File: src/rtl/mux_axistream_arbiter.sv
// Round-robin N:1 AXI-Stream packet arbiter.
// A source owns the merged stream until its tlast beat completes.
module mux_axistream_arbiter #(
  parameter int DATA_WIDTH = 8,
  parameter int NUM_SRC    = 4
) (
  input  logic                          clk,
  input  logic                          rst,
  input  logic [NUM_SRC-1:0]            src_tvalid,
  output logic [NUM_SRC-1:0]            src_tready,
  input  logic [NUM_SRC*DATA_WIDTH-1:0] src_tdata,
  input  logic [NUM_SRC-1:0]            src_tlast,
  output logic                          dest_tvalid,
  input  logic                          dest_tready,
  output logic [DATA_WIDTH-1:0]         dest_tdata,
  output logic                          dest_tlast,
  output logic [NUM_SRC-1:0]            grant,
  output logic                          busy
);

  localparam int IW = (NUM_SRC > 1) ? $clog2(NUM_SRC) : 1;

  typedef enum logic {
    IDLE = 1'b0,
    BUSY = 1'b1
  } state_t;

  state_t        state_q;
  state_t        state_d;
  logic [IW-1:0] owner_q;
  logic [IW-1:0] owner_d;
  logic [IW-1:0] last_q;
  logic [IW-1:0] last_d;
  logic [IW-1:0] pick;
  logic [IW:0]   cand;
  logic          found;

  // Round-robin search starting just after the last granted source.
  // The extra bit in cand lets the wrap work for non power-of-2 counts.
  always_comb begin
    pick  = last_q;
    found = 1'b0;
    cand  = '0;
    for (int i = 1; i <= NUM_SRC; i++) begin
      cand = {1'b0, last_q} + (IW+1)'(i);
      if (cand >= (IW+1)'(NUM_SRC)) begin
        cand = cand - (IW+1)'(NUM_SRC);
      end
      if (!found && src_tvalid[cand[IW-1:0]]) begin
        found = 1'b1;
        pick  = cand[IW-1:0];
      end
    end
  end

  // Next-state logic plus the zero-latency data path for the owner.
  always_comb begin
    state_d     = state_q;
    owner_d     = owner_q;
    last_d      = last_q;
    dest_tvalid = 1'b0;
    dest_tdata  = '0;
    dest_tlast  = 1'b0;
    src_tready  = '0;
    grant       = '0;
    unique case (state_q)
      IDLE: begin
        if (found) begin
          owner_d = pick;
          state_d = BUSY;
        end
      end
      BUSY: begin
        dest_tvalid         = src_tvalid[owner_q];
        dest_tdata          = src_tdata[int'(owner_q)*DATA_WIDTH +: DATA_WIDTH];
        dest_tlast          = src_tlast[owner_q];
        src_tready[owner_q] = dest_tready;
        grant[owner_q]      = 1'b1;
        if (dest_tvalid && dest_tready && dest_tlast) begin
          last_d  = owner_q;
          state_d = IDLE;
        end
      end
      default: state_d = IDLE;
    endcase
    if (rst) begin
      dest_tvalid = 1'b0;
      src_tready  = '0;
    end
  end

  // State, owner and round-robin pointer registers.
  always_ff @(posedge clk) begin
    if (rst) begin
      state_q <= IDLE;
      owner_q <= '0;
      last_q  <= IW'(NUM_SRC - 1);
    end else begin
      state_q <= state_d;
      owner_q <= owner_d;
      last_q  <= last_d;
    end
  end

  assign busy = (state_q == BUSY);

endmodule

File: config.mk
export PLATFORM = sky130hd
export DESIGN_NAME = mux_axistream_arbiter
export DESIGN_NICKNAME = d
export VERILOG_FILES = /design/src/rtl/mux_axistream_arbiter.sv
export SDC_FILE = /design/constraint.sdc
export NUM_CORES = 1
export LEC_CHECK = 0
export CAP_MARGIN = 10
export CORE_MARGIN = 3
export CORE_UTILIZATION = 31
export CTS_CLUSTER_SIZE = 40
export DETAILED_ROUTE_END_ITERATION = 6
export PLACE_DENSITY = 0.86
export SETUP_SLACK_MARGIN = 0.02
export SLEW_MARGIN = 20
export SYNTH_ARGS = -nofsm -noshare
export SYNTH_HDL_FRONTEND = slang
export SYNTH_SLANG_ARGS = --single-unit
File: constraint.sdc
create_clock -name clk -period 1.5 [get_ports clk]
set_input_delay 0.15 -clock clk [delete_from_list [all_inputs] [get_ports clk]]
set_output_delay 0.15 -clock clk [all_outputs]
set_load 0.02 [all_outputs]
; Word-level counts from Yosys, hierarchy flattened
; Cells that the tools add are included.
[totals]
reg_bits = 5
inputBits = 43
output_inout_bits = 19
elab_cells = 71
[classes]
n_addsub = 8
magnitude_cmp = 10
shift = 1
n_mux = 36
n_bitwise = 2
reduce_logical = 11
[op_table]
columns = cell, n
row1 = 32-bit by 6-bit indexed part select with 8-bit output, 1
row2 = 1-bit 2-to-1 mux, 16
row3 = 2-bit 2-to-1 mux, 8
row4 = "2-bit by 3-bit less-than comparator with 1-bit output, second input constant", 5
row5 = 1-bit binary-select mux with 2-bit select, 6
row6 = "3-bit >= comparator, second input constant", 4
row7 = 4-bit 2-to-1 mux, 3
row8 = 8-bit 2-to-1 mux, 1
row9 = "2-bit by 1-bit subtractor with 2-bit output, second input constant", 4
row10 = "2-bit by 2-bit adder with 3-bit output, second input constant", 2
row11 = 1-bit logical AND, 6
row12 = 4-bit AND, 1
row13 = 2-bit AND reduction, 2
row14 = "2-bit by 1-bit adder with 3-bit output, second input constant", 1
row15 = "2-bit by 3-bit adder with 3-bit output, second input constant", 1
row16 = 1-bit logical NOT, 3
row17 = 1-bit demux with 2-bit select, 1
row18 = "2-bit by 1-bit >= comparator with 1-bit output, second input constant", 1
row19 = 1-bit case mux with 2 select lines, 1
row20 = 1-bit inverter, 1

; Longest topological paths before layout
; Gate-level depths: netlist (run 1).
[depth]
depth_word = 17
ltp_mapped = 6
mapped_depth_nobuf = 4

; Worst setup path before layout (run 1)
; OpenSTA, ideal clock, no wires.
[synth_path]
kind = register to output
from = register owner_q[1]
to = output dest_tvalid
arrival_time_ps = 1328
required_time_ps = 1350
setup_slack_ps = 22
stages_incl_launch_ff = 5
n_path_buf = 1
cell_sequence = dfxtp_1 > buf_4 > mux2i_1 > and2_1 > a2111oi_2
[synth_between]
elab_chain_len = 4
[synth_rtl]
columns = element, line_no
row1 = "start, declared", 30  ; logic [IW-1:0] owner_q;
row2 = "start signal, assigned", 100  ; owner_q <= owner_d;
row3 = 1-bit binary-select mux with 2-bit select, 74  ; dest_tvalid = src_tvalid[owner_q];
row4 = 1-bit 2-to-1 mux (implied by the code), 74
row5 = 1-bit 2-to-1 mux, 66  ; unique case (state_q)
row6 = 1-bit 2-to-1 mux, 86  ; if (rst) begin
row7 = "end, declared", 13  ; output logic dest_tvalid,
; Every way passes these cells. The select of a mux whose other input is x is not followed.

; Worst setup path after layout (run 1)
[layout_path]
from = register owner_q[0]
to = output dest_tdata[5]
[layout_between]
elab_chain_len = 2
[layout_rtl]
columns = element, line_no
row1 = 32-bit by 6-bit indexed part select with 8-bit output, 75  ; dest_tdata = src_tdata[int'(owner_q)*DATA_WIDTH +: DATA_WIDTH];
row2 = 8-bit 2-to-1 mux, 66
row3 = "end, declared", 15  ; output logic [DATA_WIDTH-1:0] dest_tdata,
; Every way passes these cells.

==> out/metrics.yaml, run 1 <==
viasPerCell: 5.37
setup_viol: 9
clkLatencyLatePin_ns: 0.25
postSynthAreaPerCell_um2: 9.20
drive_above_1_share_pct: 47.5
antenna_found_initial: 0
area_growth_pct: 127
start_util_pct: 34.3
antenna_cells: 0
worstSetupPathType: "reg -> out"
dieArea_um2: 2890
place_ws_ns: -0.543
port_buffers: 61
yosysSeqAreaShare_pct: 14.1
end_kind: "output port"
hold_violations: 0
die_x_um: 53.8
fin_cells: 185
rows: 16
reg2reg_slack_ns: 0.08
core_area_um2: 2060
drt_iter0_markers: 27
dp_cells: 174
p_total_mw: 0.881
rsz0062_at_grt: "yes"
grt_pass1_wl_um: 4350
drtAntennaViolNets: 0
place_area_um2: 1420
post-route-min-period_ns: 1.70
r2r-start: "owner_q[0]"
crit_path_start_kind: "register"
synth_edf_count: 0
clock.fmax_mhz: 589
setup_ws_ns: -0.198
ir_drop_uv: 572
nFillCells: 129
syn_nets: 120
grt_max_degree: 14
ioPinCount: 62
fin_nets: 202
route.detailed.drc: 0
synth_flop_cell: "dfxtp_1"
cts_max_path_buffers: 2
synth_cell_types: 26
crit_path_end: "dest_tdata[5]"
numClockSinks: 5
startpoint: "owner_q[0]"
hpwlAfterDp_um: 2280
rr_endpoint: "last_q[1]"
cp_data_required_time_ns: 1.35
status: "complete, but fails checks"
htreeDepth: 1
synthesis.instances: 77
timing.setup.tns_ns: -1.39
wl_per_cell_um: 18.4
crit_arrival_ns: 1.55
dr.pass1.iters: 4
hold_ws_ns: 0.550
slew_violations: 0
violations: "negative setup slack"
final_design_area_no_fill_um2: 1610
powerDensity_nw_per_um2: 549
p_leak_nw: 0.703
maxSlewHeadroom_pct: 77.4
vias: 994
drt_wl_total_um: 3410
grt.overflow.total: 0
synth-seq-cells: 5
async_flop_share_pct: 0
die_h_um: 53.8
syn_area_um2: 708
timing_worst_slew_pin_value_ns: 0.333
grt.total_usage_pct: 21.0
cts_buffers: 3
clock_skew_ns: 0.00523
grt_pass1_vias: 960
ys_warn_count: 0
hold_path_class: "reg -> reg"
crit_fanout: 6
cts-root-buf: "clkbuf_4"
reg2reg_depth: 7
cts_tree: "built"
utilization_pct: 77.9
cap_violations: 0
path_clk_slew_ns: 0.04
finalCritPeriodShare_pct: 113
gp_congestion: 0.884
[area by class of cell]
cell class,instances,area (um^2),share of cell area [%]
Inverter,6,25.0,1.56
Tap cell,27,33.8,2.10
Sequential cell,5,108,6.70
Timing Repair Buffer,83,787,49.0
Clock buffer,4,26.3,1.64
Multi-Input combinational cell,60,626,39.0
[flip-flops by register name (all words and copies together) (netlist names)]
register and count:
last_q 2, busy 1, owner_q 2
[cells by family after synthesis]
group,share of synthesized area [%]
buf+inv,9.72
simple gates,24.6
compound gates,14.0
mux,37.6
flops,14.1
[critical path: stages (launching register included)]
cell	delay, ns
dfxtp_4	0.38
buf_6	0.13
mux4_2	0.50
and2_4	0.16
buf_6	0.12
[synthesized netlist by cell type (3+ instances only)]
cell type / count / area, um^2
nand2_1: 4 / 15.0
and3_1: 4 / 25.0
mux2i_1: 6 / 60.1
inv_1: 6 / 22.5
nor2_1: 10 / 37.5
mux4_1: 7 / 184
and2_1: 9 / 56.3
o21ai_0: 3 / 15.0
dfxtp_1: 5 / 100
[report_power, final]
group / switching (mW) / internal, mW / leakage [nW]
clock network: 0.0606 / 0.101 / 0.0150
registers: 0.0144 / 0.143 / 0.0426
logic: 0.222 / 0.340 / 0.646
[cell usage in the layout (no fill, tap or decap), types with 2 or more instances in the layout]
cell              n
mux2i_2           2
dfxtp_1           3
mux4_2            7
a21oi_1           2
and2_4            8
inv_1             5
nand2_1           3
clkdlybuf4s50_1  42
nand2_2           2
o21ai_0           3
and3_1            3
nand2b_4          2
mux2i_1           3
buf_2             4
buf_6            17
nor2_1            9
clkbuf_4          3
dfxtp_4           2
buf_4            19
[repair_timing]
item / in CTS / in global routing
endpoints found under the hold margin: 0 / 0
hold buffers: 0 / 0
endpoints found under the setup margin: 22 / 21
pin swaps: 6 / 7
gates cloned: 0 / 0
buffers inserted: 4 / 3
resized for setup: 111 / 30
[how the worst min path moves through the flow]
stage | start | end | depth (start not counted)
after CTS | last_q[0] | last_q[0] | 2
after floorplan | src_tvalid[2] | owner_q[1] | 2
after global routing | last_q[0] | last_q[0] | 2
after detailed placement | last_q[0] | last_q[0] | 2
after global placement | last_q[0] | last_q[0] | 2
final | last_q[0] | last_q[0] | 2
[per-layer routing]
layer	vias up	share of wire [%]	GRT usage, %
met5	-	0	0
met4	0	3.2	11.9
met3	14	15	10.5
met2	86	48	34.5
met1	449	34	21.4
li1	445	-	-
(Power assumes the default switching activity.)
==> inputs of run 2 (changes only) <==
--- a/config.mk
+++ b/config.mk
@@ -8,7 +8,6 @@
 export CAP_MARGIN = 10
 export CORE_MARGIN = 3
 export CORE_UTILIZATION = 31
-export CTS_CLUSTER_SIZE = 40
 export DETAILED_ROUTE_END_ITERATION = 6
 export PLACE_DENSITY = 0.86
 export SETUP_SLACK_MARGIN = 0.02
==> results of run 2 <==
No change in the layout: final DEF, timing and power equal those of run 1.
